[src/rtl/fp_addsub_param_if.sv]
// fp_addsub_param_if
// Bundles the request/response signals of the parametrised floating-point
// adder/subtractor.
//
// Handshake: the requester raises start with oper/a/b valid. The request is
// accepted on a rising clock edge only while ready=1. Once accepted, ready
// stays low until the result edge. At that edge done pulses for exactly one
// cycle, r/flags become valid, and both are held until the next done. A start
// seen while ready=0 is dropped, not queued.
//
// Ports (slave view):
//   start, oper, a, b : in  request
//   r, flags, done    : out result, {invalid, overflow, underflow, inexact}
//   ready             : out can accept a request
//   dbg_state         : out current FSM state encoding
interface fp_addsub_param_if #(
    parameter int EXP_W = 8,
    parameter int MAN_W = 23
);
    localparam int W = 1 + EXP_W + MAN_W;

    logic         start;
    logic         oper;
    logic [W-1:0] a;
    logic [W-1:0] b;
    logic [W-1:0] r;
    logic         ready;
    logic         done;
    logic [3:0]   flags;
    logic [2:0]   dbg_state;

    modport master (output start, oper, a, b,
                    input  r, ready, done, flags, dbg_state);
    modport slave  (input  start, oper, a, b,
                    output r, ready, done, flags, dbg_state);
endinterface

[src/rtl/fp_addsub_param.sv]
// fp_addsub_param
// Multicycle floating-point adder/subtractor with arbitrary exponent and
// fraction widths. One operation in flight; states IDLE, UNPACK, ALIGN,
// ADDSUB, NORM, ROUND. Denormal inputs are flushed to signed zero.
//
// Optional feature: define FP_ADDSUB_RNE_EN for round-to-nearest-even with
// overflow to signed infinity. Without it the unit truncates and saturates
// overflow to the largest finite magnitude.
//
// Ports:
//   clk   : rising-edge clock
//   reset : asynchronous, active-low reset
//   bus   : fp_addsub_param_if slave (start/oper/a/b in, r/ready/done/flags out)
module fp_addsub_param #(
    parameter int EXP_W = 8,
    parameter int MAN_W = 23
) (
    input  logic            clk,
    input  logic            reset,
    fp_addsub_param_if.slave bus
);
    localparam int W   = 1 + EXP_W + MAN_W;
    localparam int MW  = MAN_W + 4;          // hidden + fraction + G/R/S
    localparam int SW  = MAN_W + 5;          // MW plus carry headroom
    localparam int LZW = $clog2(SW) + 1;
    localparam int XW  = EXP_W + LZW + 2;    // signed working exponent

    localparam logic [EXP_W-1:0]    EXP_ONES = '1;
    localparam logic [W-1:0]        QNAN     = {1'b0, EXP_ONES, 1'b1, {(MAN_W-1){1'b0}}};
    localparam logic signed [XW-1:0] EXP_MAX = XW'((64'd1 << EXP_W) - 64'd1);
    localparam logic signed [XW-1:0] EXP_ONE = XW'(1);

    typedef enum logic [2:0] {
        S_IDLE   = 3'd0,
        S_UNPACK = 3'd1,
        S_ALIGN  = 3'd2,
        S_ADDSUB = 3'd3,
        S_NORM   = 3'd4,
        S_ROUND  = 3'd5
    } state_t;

    state_t                 state_q, state_d;
    logic [W-1:0]           a_q, a_d, b_q, b_d;
    logic                   oper_q, oper_d;
    logic                   sign_q, sign_d;
    logic                   sub_q, sub_d;
    logic signed [XW-1:0]   exp_q, exp_d;
    logic [MW-1:0]          man_l_q, man_l_d;   // larger mantissa, later the normalised result
    logic [MW-1:0]          man_s_q, man_s_d;
    logic [SW-1:0]          sum_q, sum_d;
    logic [W-1:0]           r_q, r_d;
    logic [3:0]             flags_q, flags_d;
    logic                   done_q, done_d;
    logic                   ready_q, ready_d;

    // Operand fields; B's sign is the effective sign after applying oper.
    logic             a_sign, b_esign;
    logic [EXP_W-1:0] a_exp, b_exp;
    logic [MAN_W-1:0] a_frac, b_frac;
    logic             a_zero, b_zero, a_inf, b_inf, a_nan, b_nan;

    assign a_sign  = a_q[W-1];
    assign b_esign = b_q[W-1] ^ oper_q;
    assign a_exp   = a_q[W-2:MAN_W];
    assign b_exp   = b_q[W-2:MAN_W];
    assign a_frac  = a_q[MAN_W-1:0];
    assign b_frac  = b_q[MAN_W-1:0];
    assign a_zero  = (a_exp == '0);
    assign b_zero  = (b_exp == '0);
    assign a_inf   = (a_exp == EXP_ONES) && (a_frac == '0);
    assign b_inf   = (b_exp == EXP_ONES) && (b_frac == '0);
    assign a_nan   = (a_exp == EXP_ONES) && (a_frac != '0);
    assign b_nan   = (b_exp == EXP_ONES) && (b_frac != '0);

    // Magnitude ordering and alignment of the smaller operand.
    logic             a_ge_b;
    logic [EXP_W-1:0] exp_big, exp_small, diff;
    logic [MAN_W-1:0] frac_big, frac_small;
    logic [MW-1:0]    m_small, m_shift;
    logic             lost;

    assign a_ge_b     = {a_exp, a_frac} >= {b_exp, b_frac};
    assign exp_big    = a_ge_b ? a_exp  : b_exp;
    assign exp_small  = a_ge_b ? b_exp  : a_exp;
    assign frac_big   = a_ge_b ? a_frac : b_frac;
    assign frac_small = a_ge_b ? b_frac : a_frac;
    assign diff       = exp_big - exp_small;
    assign m_small    = {1'b1, frac_small, 3'b000};

    always_comb begin
        lost    = 1'b0;
        m_shift = m_small >> diff;
        for (int i = 0; i < MW; i++) begin
            if (i < int'(diff)) lost = lost | m_small[i];
        end
        // A shift this large leaves nothing but a nonzero sticky bit.
        if (int'(diff) >= MAN_W + 3) m_shift = {{(MW-1){1'b0}}, 1'b1};
        else                         m_shift[0] = m_shift[0] | lost;
    end

    // Leading-zero count of the non-carry part of the sum.
    logic [LZW-1:0] lzc;
    logic           lz_found;

    always_comb begin
        lzc      = '0;
        lz_found = 1'b0;
        for (int i = MW - 1; i >= 0; i--) begin
            if (!lz_found) begin
                if (sum_q[i]) lz_found = 1'b1;
                else          lzc      = lzc + LZW'(1);
            end
        end
    end

    // Rounding of the normalised mantissa held in man_l_q.
    logic                 g_bit, r_bit, s_bit, inexact, rnd_up;
    logic [MAN_W:0]       kept;
    logic [MAN_W+1:0]     rounded;
    logic [MAN_W-1:0]     frac_out;
    logic signed [XW-1:0] exp_r;

    assign g_bit   = man_l_q[2];
    assign r_bit   = man_l_q[1];
    assign s_bit   = man_l_q[0];
    assign kept    = man_l_q[MW-1:3];
    assign inexact = g_bit | r_bit | s_bit;
`ifdef FP_ADDSUB_RNE_EN
    assign rnd_up  = g_bit & (r_bit | s_bit | kept[0]);
`else
    assign rnd_up  = 1'b0;
`endif
    assign rounded  = {1'b0, kept} + {{(MAN_W+1){1'b0}}, rnd_up};
    assign frac_out = rounded[MAN_W+1] ? rounded[MAN_W:1] : rounded[MAN_W-1:0];
    assign exp_r    = rounded[MAN_W+1] ? exp_q + EXP_ONE : exp_q;

    logic [SW-1:0] sum_c;
    logic          finish;

    always_comb begin
        state_d = state_q;
        a_d     = a_q;
        b_d     = b_q;
        oper_d  = oper_q;
        sign_d  = sign_q;
        sub_d   = sub_q;
        exp_d   = exp_q;
        man_l_d = man_l_q;
        man_s_d = man_s_q;
        sum_d   = sum_q;
        r_d     = r_q;
        flags_d = flags_q;
        done_d  = 1'b0;
        ready_d = ready_q;
        finish  = 1'b0;
        sum_c   = sub_q ? ({1'b0, man_l_q} - {1'b0, man_s_q})
                        : ({1'b0, man_l_q} + {1'b0, man_s_q});

        case (state_q)
            S_IDLE: begin
                if (bus.start) begin
                    a_d     = bus.a;
                    b_d     = bus.b;
                    oper_d  = bus.oper;
                    ready_d = 1'b0;
                    state_d = S_UNPACK;
                end
            end
            S_UNPACK: begin
                finish  = 1'b1;
                flags_d = 4'b0000;
                if (a_nan || b_nan) begin
                    r_d = QNAN;
                end else if (a_inf && b_inf) begin
                    if (a_sign != b_esign) begin
                        r_d     = QNAN;
                        flags_d = 4'b1000;
                    end else begin
                        r_d = {a_sign, EXP_ONES, {MAN_W{1'b0}}};
                    end
                end else if (a_inf) begin
                    r_d = {a_sign, EXP_ONES, {MAN_W{1'b0}}};
                end else if (b_inf) begin
                    r_d = {b_esign, EXP_ONES, {MAN_W{1'b0}}};
                end else if (a_zero && b_zero) begin
                    r_d = {a_sign & b_esign, {(W-1){1'b0}}};
                end else if (a_zero) begin
                    r_d = {b_esign, b_exp, b_frac};
                end else if (b_zero) begin
                    r_d = a_q;
                end else begin
                    finish  = 1'b0;
                    flags_d = flags_q;
                    state_d = S_ALIGN;
                end
            end
            S_ALIGN: begin
                sign_d  = a_ge_b ? a_sign : b_esign;
                sub_d   = a_sign ^ b_esign;
                exp_d   = $signed({{(XW-EXP_W){1'b0}}, exp_big});
                man_l_d = {1'b1, frac_big, 3'b000};
                man_s_d = m_shift;
                state_d = S_ADDSUB;
            end
            S_ADDSUB: begin
                sum_d = sum_c;
                if (sum_c == '0) begin
                    r_d     = '0;
                    flags_d = 4'b0000;
                    finish  = 1'b1;
                end else begin
                    state_d = S_NORM;
                end
            end
            S_NORM: begin
                if (sum_q[SW-1]) begin
                    // Keep the bit shifted out in sticky.
                    man_l_d = {sum_q[SW-1:2], sum_q[1] | sum_q[0]};
                    exp_d   = exp_q + EXP_ONE;
                end else begin
                    man_l_d = sum_q[MW-1:0] << lzc;
                    exp_d   = exp_q - $signed({{(XW-LZW){1'b0}}, lzc});
                end
                state_d = S_ROUND;
            end
            S_ROUND: begin
                finish = 1'b1;
                if (exp_q[XW-1] || exp_q == '0) begin
                    r_d     = {sign_q, {(W-1){1'b0}}};
                    flags_d = 4'b0011;
                end else if (exp_r >= EXP_MAX) begin
`ifdef FP_ADDSUB_RNE_EN
                    r_d = {sign_q, EXP_ONES, {MAN_W{1'b0}}};
`else
                    r_d = {sign_q, EXP_ONES - EXP_W'(1), {MAN_W{1'b1}}};
`endif
                    flags_d = 4'b0101;
                end else begin
                    r_d     = {sign_q, exp_r[EXP_W-1:0], frac_out};
                    flags_d = {3'b000, inexact};
                end
            end
            default: begin
                state_d = S_IDLE;
                ready_d = 1'b1;
            end
        endcase

        if (finish) begin
            done_d  = 1'b1;
            ready_d = 1'b1;
            state_d = S_IDLE;
        end
    end

    always_ff @(posedge clk or negedge reset) begin
        if (!reset) begin
            state_q <= S_IDLE;
            a_q     <= '0;
            b_q     <= '0;
            oper_q  <= 1'b0;
            sign_q  <= 1'b0;
            sub_q   <= 1'b0;
            exp_q   <= '0;
            man_l_q <= '0;
            man_s_q <= '0;
            sum_q   <= '0;
            r_q     <= '0;
            flags_q <= '0;
            done_q  <= 1'b0;
            ready_q <= 1'b1;
        end else begin
            state_q <= state_d;
            a_q     <= a_d;
            b_q     <= b_d;
            oper_q  <= oper_d;
            sign_q  <= sign_d;
            sub_q   <= sub_d;
            exp_q   <= exp_d;
            man_l_q <= man_l_d;
            man_s_q <= man_s_d;
            sum_q   <= sum_d;
            r_q     <= r_d;
            flags_q <= flags_d;
            done_q  <= done_d;
            ready_q <= ready_d;
        end
    end

    assign bus.r         = r_q;
    assign bus.flags     = flags_q;
    assign bus.done      = done_q;
    assign bus.ready     = ready_q;
    assign bus.dbg_state = state_q;
endmodule

[src/flat_wrapper.sv]
// flat-port wrapper written by rule: the top's interface ports become plain ports
module fp_addsub_param_flat 
#(
    parameter int EXP_W = 8,
    parameter int MAN_W = 23
)
  (clk, reset, bus_start, bus_oper, bus_a, bus_b, bus_r, bus_ready, bus_done, bus_flags, bus_dbg_state);
  fp_addsub_param_if #(.EXP_W(EXP_W), .MAN_W(MAN_W)) bus_i ();
  input  logic clk;
  input  logic reset;
  input wire logic [$bits(bus_i.start)-1:0] bus_start;
  input wire logic [$bits(bus_i.oper)-1:0] bus_oper;
  input wire logic [$bits(bus_i.a)-1:0] bus_a;
  input wire logic [$bits(bus_i.b)-1:0] bus_b;
  output wire logic [$bits(bus_i.r)-1:0] bus_r;
  output wire logic [$bits(bus_i.ready)-1:0] bus_ready;
  output wire logic [$bits(bus_i.done)-1:0] bus_done;
  output wire logic [$bits(bus_i.flags)-1:0] bus_flags;
  output wire logic [$bits(bus_i.dbg_state)-1:0] bus_dbg_state;
  assign bus_i.start = bus_start;
  assign bus_i.oper = bus_oper;
  assign bus_i.a = bus_a;
  assign bus_i.b = bus_b;
  assign bus_r = bus_i.r;
  assign bus_ready = bus_i.ready;
  assign bus_done = bus_i.done;
  assign bus_flags = bus_i.flags;
  assign bus_dbg_state = bus_i.dbg_state;
  fp_addsub_param #(.EXP_W(EXP_W), .MAN_W(MAN_W)) u_core (.clk(clk), .reset(reset), .bus(bus_i));
endmodule
[config.mk]
export PLATFORM = sky130hd
export DESIGN_NAME = fp_addsub_param_flat
export DESIGN_NICKNAME = d
export VERILOG_FILES = /design/src/rtl/fp_addsub_param_if.sv /design/src/rtl/fp_addsub_param.sv /design/src/flat_wrapper.sv
export SDC_FILE = /design/constraint.sdc
export NUM_CORES = 1
export LEC_CHECK = 0
export CORE_UTILIZATION = 40
export CTS_CLUSTER_DIAMETER = 150
export CTS_CLUSTER_SIZE = 16
export DETAILED_ROUTE_END_ITERATION = 8
export SYNTH_ARGS = -nofsm -noshare
export SYNTH_HDL_FRONTEND = slang
export SYNTH_SLANG_ARGS = --single-unit
[constraint.sdc]
create_clock -name clk -period 21.6 [get_ports clk]
set_clock_uncertainty 0.15 [all_clocks]
set_input_delay 6.48 -clock clk [delete_from_list [all_inputs] [get_ports clk]]
set_output_delay 6.48 -clock clk [all_outputs]
set_load 0.02 [all_outputs]
-- Word-level counts from Yosys, hierarchy flattened
Cells that the tools add are included.
- flip-flop bits (word level): 206
- input bits: 68
- add/sub/neg operators: 31
- $lt $le $gt $ge: 27
- equality and inequality tests: 21
- shifts and indexed selects: 2
- muxes and demuxes: 188
- bitwise gates (word level): 29
- reduce and logical (&&, ||, !) cells: 24
- operator list (cell ; number):
    2-to-1 mux 6 bit ; 52
    2-to-1 mux 32 bit ; 9
    adder 6 x 1 -> 6 bit, second input constant ; 25
    one-hot mux 32 bit (3 select lines) ; 1
    2-to-1 mux 1 bit ; 89
    < comparator 5 x 8 -> 1 bit, first input constant ; 11
    < comparator 4 x 8 -> 1 bit, first input constant ; 8
    2-to-1 mux 31 bit ; 2
    one-hot mux 27 bit (2 select lines) ; 1
    zero test 23 bit ; 2
    2-to-1 mux 23 bit ; 2
    nonzero test 23 bit ; 2
    2-to-1 mux 4 bit ; 10
    2-to-1 mux 3 bit ; 11
    < comparator 3 x 8 -> 1 bit, first input constant ; 4
    one-hot mux 16 bit (2 select lines) ; 1
    >= comparator 31 bit ; 1
    adder 27 x 27 -> 28 bit ; 1
    zero test 28 bit ; 1
    2-to-1 mux 28 bit ; 1
    subtractor 27 x 27 -> 28 bit ; 1
    2-to-1 mux 27 bit ; 1
    left shift 27 x 6 -> 27 bit ; 1
    >> shifter 27 x 8 -> 27 bit ; 1
    other kinds (37) ; 84

-- Longest topological paths before layout
Gate-level depths: netlist of the first run.
- depth in word-level cells: 82
- gate-level depth with buffers: 110

-- Worst setup path after synthesis of the first run
Ideal clock, no wire load.
- path kind: register -> register
- start: register u_core.sum_q[25]
- end: register u_core.exp_q[15]
- library setup time: 0.076 ns
- arrival: 19.354 ns
- data required time: 21.374 ns
- slack: 2.020 ns
- stages on the path, launching flop included: 108
- buffers on the path: 4
- clock period less this slack: 19.580 ns
- cell sequence: dfrtp_1 -> clkbuf_1 -> o21a_1 -> ha_1 -> nor3_1 -> nor3_1 -> ha_1 -> nor4_1 -> a2111oi_0 -> ha_1 -> nand2_1 -> nand2_1 -> ha_1 -> mux2i_1 -> o21ai_0 -> ha_1 -> mux2i_1 -> a2111oi_0 -> [... 72 more ...] -> nor2_1 -> ha_1 -> a21oi_1 -> o21bai_1 -> a21oi_1 -> o21bai_1 -> a21oi_1 -> o21bai_1 -> a21oi_1 -> o21bai_1 -> a21oi_1 -> o21bai_1 -> a21oi_1 -> o21bai_1 -> a21oi_1 -> xor2_1 -> or3_1 -> o21ai_1
- cells in the longest elaborated chain, start to end: 80
- ends and longest elaborated chain (item ; line ; text):
    from (decl) ; fp_addsub_param.sv:50 ; logic [SW-1:0] sum_q, sum_d;
    from (signal assigned) ; fp_addsub_param.sv:282 ; sum_q <= sum_d;
    2-to-1 mux 6 bit ; fp_addsub_param.sv:110 ; if (sum_q[i]) lz_found = 1'b1;
    2-to-1 mux 6 bit ; fp_addsub_param.sv:109 ; if (!lz_found) begin
    adder 6 x 1 -> 6 bit ; fp_addsub_param.sv:111 ; else lzc = lzc + LZW'(1);
    2-to-1 mux 6 bit ; fp_addsub_param.sv:110 ;
    2-to-1 mux 6 bit ; fp_addsub_param.sv:109 ;
    adder 6 x 1 -> 6 bit ; fp_addsub_param.sv:111 ;
    2-to-1 mux 6 bit ; fp_addsub_param.sv:110 ;
    2-to-1 mux 6 bit ; fp_addsub_param.sv:109 ;
    [... 64 more ...] ; - ;
    2-to-1 mux 6 bit ; fp_addsub_param.sv:110 ;
    2-to-1 mux 6 bit ; fp_addsub_param.sv:109 ;
    adder 6 x 1 -> 6 bit ; fp_addsub_param.sv:111 ;
    2-to-1 mux 6 bit ; fp_addsub_param.sv:110 ;
    2-to-1 mux 6 bit * ; fp_addsub_param.sv:109 ;
    subtractor 16 x 7 -> 16 bit * ; fp_addsub_param.sv:222 ; exp_d = exp_q - $signed({{(XW-LZW){1'b0}}, lzc});
    2-to-1 mux 16 bit * ; fp_addsub_param.sv:216 ; if (sum_q[SW-1]) begin
    one-hot mux 16 bit (2 select lines) * ; fp_addsub_param.sv:159 ; case (state_q)
    to (signal assigned) ; fp_addsub_param.sv:279 ; exp_q <= exp_d;
    to (decl) ; fp_addsub_param.sv:47 ; logic signed [XW-1:0] exp_q, exp_d;
Every way passes the cells marked *; elsewhere a longest branch is shown, timed or not.
A chain may end at the register's enable or synchronous reset.

-- Worst setup path after layout of the first run
- start: register u_core.sum_q[24]
- end: register u_core.exp_q[15]
- cells in the longest elaborated chain, start to end: 77
- ends and longest elaborated chain (item ; line):
    2-to-1 mux 6 bit ; fp_addsub_param.sv:110
    2-to-1 mux 6 bit ; fp_addsub_param.sv:109
    adder 6 x 1 -> 6 bit ; fp_addsub_param.sv:111
    2-to-1 mux 6 bit ; fp_addsub_param.sv:110
    2-to-1 mux 6 bit ; fp_addsub_param.sv:109
    adder 6 x 1 -> 6 bit ; fp_addsub_param.sv:111
    2-to-1 mux 6 bit ; fp_addsub_param.sv:110
    2-to-1 mux 6 bit ; fp_addsub_param.sv:109
    [... 61 more ...] ; -
    2-to-1 mux 6 bit ; fp_addsub_param.sv:110
    2-to-1 mux 6 bit ; fp_addsub_param.sv:109
    adder 6 x 1 -> 6 bit ; fp_addsub_param.sv:111
    2-to-1 mux 6 bit ; fp_addsub_param.sv:110
    2-to-1 mux 6 bit * ; fp_addsub_param.sv:109
    subtractor 16 x 7 -> 16 bit * ; fp_addsub_param.sv:222
    2-to-1 mux 16 bit * ; fp_addsub_param.sv:216
    one-hot mux 16 bit (2 select lines) * ; fp_addsub_param.sv:159
Marked as above.

==> results of run 1 <==
==> logic make-up (layout without fill, tap and decap cells) <==
family,Yosys count,count (layout)
compound gates,582,582
xor+xnor,134,134
fa+ha+maj,104,104
buf+inv,240,273
flops,206,206
mux,276,276
simple gates,739,739
==> worst paths after layout <==
path	slack, ns	cells after the start	to	start
setup / recovery	1.51	109	u_core.exp_q[15]$_DFFE_PN0N_	u_core.sum_q[24]$_DFFE_PN0P_
hold / removal	0.34	2	u_core.sign_q$_DFFE_PN0P_	u_core.sign_q$_DFFE_PN0P_
setup reg to reg	1.51	109	u_core.exp_q[15]$_DFFE_PN0N_	u_core.sum_q[24]$_DFFE_PN0P_
hold reg to reg	0.34	2	u_core.sign_q$_DFFE_PN0P_	u_core.sign_q$_DFFE_PN0P_
max in group asynchronous	13.40	3	u_core.sum_q[4]$_DFFE_PN0P_	reset
min in group asynchronous	5.85	1	u_core.a_q[22]$_DFFE_PN0P_	reset
==> state kept, by name, summed over array words and instances (netlist names), 3 cells and up <==
register,count
u_core.a_q,32
u_core.man_l_q,27
u_core.bus.flags,4
u_core.bus.dbg_state,3
u_core.bus.r,32
u_core.b_q,32
u_core.sum_q,28
u_core.man_s_q,27
u_core.exp_q,16
==> placed cells by master (no fill, tap or decap), drive strengths merged, types with 10 or more instances in the layout <==
cell type      Yosys  layout
nor2             192     192
nand4             26      26
and2              25      25
nor4              25      25
nor2b             34      34
xor2              34      34
a222oi            19      19
a211oi            28      28
o21ai            163     163
a21o              21      21
a21oi            138     138
o21bai            16      16
nand3             42      42
a31oi             18      18
xnor2             96      96
o22ai             45      45
mux2i            166     166
inv              104     104
or3               10      10
o211ai            11      11
o21a              17      17
nand3b            10      10
dfrtp            205     205
and3              10      10
nand2            238     238
nor3              59      59
clkdlybuf4s50      0     107
a22oi             14      14
ha               102     102
mux2             110     110
buf               23      37
clkbuf           113      25
nand2b            29      29
or2               10      10
o31ai             13      13
==> worst register-to-register path, delay by kind of cell, from the launching register on <==
kind / cells / cell delay, ns
adders and majority gates: 26 / 7.88
AOI/OAI and AO/OA: 43 / 6.66
and+or+nand+nor: 20 / 2.61
muxes: 10 / 1.35
buffers and inverters: 9 / 0.83
DFF: 1 / 0.48
xor gates and xnor gates: 1 / 0.10
==> through the flow <==
step                      setup WS, ns  setup TNS [ns]  utilization  hold slack, ns
after floorplan                   2.02               0            -           0.300
after global placement            1.51               0        0.441           0.327
after detailed placement         0.692               0        0.441           0.334
after CTS                        0.592               0        0.451           0.351
after global routing            -0.202          -0.202        0.454           0.380
final                             1.51               0        0.454           0.343
==> what timing repair did <==
action / 4_1_cts / 5_1_grt
endpoints found under the setup margin: 0 / 10
buffers inserted: 0 / 11
resized for setup: 0 / 16
==> per-layer routing <==
metal / share of wire / vias to the layer above / GRT usage
met3: 0.052 / 96 / 0.0223
met1: 0.44 / 8532 / 0.336
met5: 0 / - / 0
met4: 0.033 / 0 / 0.0801
li1: - / 8323 / -
met2: 0.48 / 579 / 0.426
==> final cells by class <==
class	count	area, µm²
Multi-Input combinational cell	1835	13000
Inverter	104	390
Sequential cell	206	5160
Fill cell	4623	25400
Tap cell	607	759
Clock buffer	24	462
Timing Repair Buffer	145	1360
==> results.yml, run 1 <==
status:
  status: "complete, no violations"
floorplan:
  die_area_um2: 48200
  core_um2: 46600
  die_h_um: 219
  rows: 79
  initial_utilization: 0.406
  die_w_um: 219
  io_pins: 109
critical_path:
  worst_ep_arrival_time_ns: 20.37
  cp_common_cell: "ha_1"
  cpMaxStageDelayCell: "dfrtp_2"
  max_stage_delay_ns: 0.48
  critPathMaxFanout: 9
  start_kind: "register"
  crit_required_ns: 21.88
  endpoint_kind: "register"
  path_delay_family: "adder cells"
  critPathKind: "reg2reg"
  path_buf_inv: 9
yosys:
  synth_nets: 2453
  ys_types: 92
  synth.cells.most_frequent: "238 x nand2_1, 205 x dfrtp_1, 191 x nor2_1"
  avgSynthCellArea_um2: 8.29
  synth.top_cell.area_share: 0.271
  synthMuxAreaShare: 0.154
  yosysSeqAreaShare: 0.273
  synth_top_cell_by_area: "dfrtp_1"
  synth-async-reset-ratio: 1.00
  synthXorXnorAreaFrac: 0.0718
  synth_top_family_by_area: "compound AO/OA/AOI/OAI gates"
  synth_area_leaders: "dfrtp_1 27%, mux2i_1 8.7%, ha_1 6.7%, mux2_2 6.5%, nand2_1 4.7%"
  syn-instance-count: 2281
  ys_seq_elements: 206
  netlist_area_um2: 18900
  yosysWarnings: 0
  synthSimpleGateAreaFrac: 0.186
  synth_enable_flop_cells: 0
  yosys_most_used_dff: "dfrtp_1"
  synthAdderAreaFrac: 0.0696
  synth.most_common_cell: "nand2_1"
  synth_compound_area_frac: 0.197
placed_design:
  dpl.hpwl_mm: 47.3
  io_buffers: 108
  dpl_cell_area_um2: 20500
  place_inst: 2886
  gp_congestion: 0.959
grt:
  track_usage: 0.251
  grt_pass1_vias: 16983
  grt_pass1_wl_mm: 95.9
  antenna_found_initial: 0
  grt_overflow_total: 0
  grt_max_degree: 98
sta:
  fin_crit_ns: 20.09
  finalHoldViolCount: 0
  setup_viol: 0
  max-slew-margin-rel: 0.173
  drv_slew: 0
  tightest_slew_ns: 1.24
  fin_crit_sh: 0.930
  fmax_mhz: 49.8
routing:
  num_vias: 17530
  drtAntennaViolNets: 0
  vias_per_cell: 6.00
  finalWirelength_mm: 61.4
  wire_per_inst_um: 21.0
  drc: 0
  first_iter_violations: 1508
  drtPass1Iterations: 6
clock_network:
  clockRootBuffer: "clkbuf_16"
  cts_tree: "built"
  clkSlewWorstSetupHoldPaths_ns: 0.08
  cts-htree-levels: 1
  clock_latency_ns: 0.50
  cts_buffers: 16
  cts_sinks: 206
  ctsHoldBuffers: 0
  max-clock-path-buffers: 3
final_layout:
  diodes: 0
  finalNonFillerCells: 2921
  drive_above_1_share: 0.0981
  fin_nets: 2480
  area_growth_pct: 11.7
  fin_area_um2: 21100
flow_run:
  maxCapViolations: 0
worst_hold_path:
  min_path_type: "reg2reg"
Power of run 1 is left out: the tool's default activity adds up to more than one toggle a clock period on the data nets, which glitch-free logic cannot reach.
==> run 2: changes to the inputs <==
Settings changed: SLEW_MARGIN set to 20.
==> run 2 against run 1 <==
  * Critical endpoint unchanged
  * Final cell count about the same
  * Non-clock buffer count is 1 higher
  * Register-to-register slack better by 0.12 ns
  * Sequential share of layout area is essentially flat
  * Core utilization grew 0.067 points
  * Largest cell class unchanged
  * Die area did not move
  * Wire length rose by 0.27%
==> results.yml, run 2 (synthesis gave the netlist of run 1 again) <==
sta:
  fin_crit_ns: 19.97
  fin_ws_ns: 1.63
  setup_viol: 0
  fin_crit_sh: 0.925
  drv_slew: 0
  whs_ns: 0.346
  tightest_slew_ns: 1.23
  max-slew-margin-rel: 0.177
  fmax_mhz: 50.1
  finalHoldViolCount: 0
routing:
  finalWirelength_mm: 61.5
  drtAntennaViolNets: 0
  vias_per_cell: 5.98
  num_vias: 17459
  drc: 0
  wire_per_inst_um: 21.1
  drtPass1Iterations: 9
  first_iter_violations: 1636
placed_design:
  place_ws_ns: 0.662
  gp_congestion: 0.959
  dpl.hpwl_mm: 47.4
  io_buffers: 108
final_layout:
  mostFrequentLayoutCell: "nand2_1"
  diodes: 0
  nFillCells: 4569
  fin_nets: 2481
  area_growth_pct: 11.9
  drive_above_1_share: 0.0985
  mostFrequentLayoutCells: "238 x nand2_1, 202 x dfrtp_1, 188 x nor2_1"
critical_path:
  crit_required_ns: 21.88
  max_stage_delay_ns: 0.52
  path_buf_inv: 9
  critPathMaxFanout: 13
  crit_start: "u_core.sum_q[25]$_DFFE_PN0P_"
  endpoint_kind: "register"
  cp_common_cell: "ha_1"
  critPathKind: "reg2reg"
  path_delay_family: "adder cells"
  r2r_start: "u_core.sum_q[25]$_DFFE_PN0P_"
  worst_ep_arrival_time_ns: 20.26
  start_kind: "register"
  cpMaxStageDelayCell: "dfrtp_2"
grt:
  track_usage: 0.252
  grt_pass1_vias: 17090
  antenna_found_initial: 0
  grt_max_degree: 98
  grt_overflow_total: 0
  grt_pass1_wl_mm: 96.1
clock_network:
  clock_latency_ns: 0.51
  cts_buffers: 16
  cts_tree: "built"
  clockRootBuffer: "clkbuf_16"
  cts_sinks: 206
  cts-htree-levels: 1
  ctsHoldBuffers: 0
  max-clock-path-buffers: 3
  clkSlewWorstSetupHoldPaths_ns: 0.08
floorplan:
  io_pins: 109
  die_w_um: 219
  rows: 79
  die_area_um2: 48200
  core_um2: 46600
  die_h_um: 219
  initial_utilization: 0.406
flow_run:
  maxCapViolations: 0
status:
  status: "complete, no violations"
worst_hold_path:
  min_path_type: "reg2reg"
  min_from: "u_core.sign_q$_DFFE_PN0P_"
run 2: cell types whose count changed in the layout (fill, tap and decap cells not counted), sizes merged:
cell,delta
buf,+1
run 2: stage by stage:
stage / cells / utilization / cell area, µm² / TNS (ns)
after global placement: 2886 / 0.441 / 20500 / 0
after floorplan: 2281 / - / 18900 / 0
after detailed placement: 2886 / 0.441 / 20500 / 0
after global routing: 2922 / 0.454 / 21200 / -0.0381
after CTS: 2910 / 0.451 / 21000 / 0
final: 2922 / 0.454 / 21200 / 0
run 2: final timing paths:
path | endpoint | slack [ns] | depth (start not counted)
setup reg to reg | u_core.exp_q[15]$_DFFE_PN0N_ | 1.63 | 107
max in group asynchronous | u_core.man_l_q[10]$_DFFE_PN0N_ | 13.66 | 3
min in group asynchronous | u_core.a_q[22]$_DFFE_PN0P_ | 5.85 | 1
hold reg to reg | u_core.sign_q$_DFFE_PN0P_ | 0.35 | 2
setup / recovery | u_core.exp_q[15]$_DFFE_PN0N_ | 1.63 | 107
hold / removal | u_core.sign_q$_DFFE_PN0P_ | 0.35 | 2
run 2: layout make-up:
type / count / area [µm²] / area share
inverter: 104 / 390 / 0.0185
tap: 607 / 759 / 0.0359
timing repair buffer: 146 / 1370 / 0.0649
multi-input combinational: 1835 / 13000 / 0.615
clock buffer: 24 / 462 / 0.0218
sequential: 206 / 5160 / 0.244
run 2: metal layers:
layer  GRT usage  share of wire  vias to the layer above
li1            -              -                     8317
met1       0.340           0.44                     8471
met2       0.429           0.48                      571
met3      0.0204          0.051                      100
met4      0.0738          0.031                        0
met5           0              0                        -
run 2: repair_timing:
action | in CTS | in global routing
endpoints found under the setup margin | 0 | 10
gates resized for setup | 0 | 16
buffers inserted | 0 | 12
run 2: worst register-to-register path, delay by kind of cell, from the launching register on:
kind,cells,cell delay [ns]
compound gates,39,6.06
flops,1,0.52
xor+xnor,1,0.10
buf+inv,9,0.90
mux,10,1.35
fa+ha+maj,26,7.93
simple gates,22,2.93
Power of run 2 is left out for the same reason.
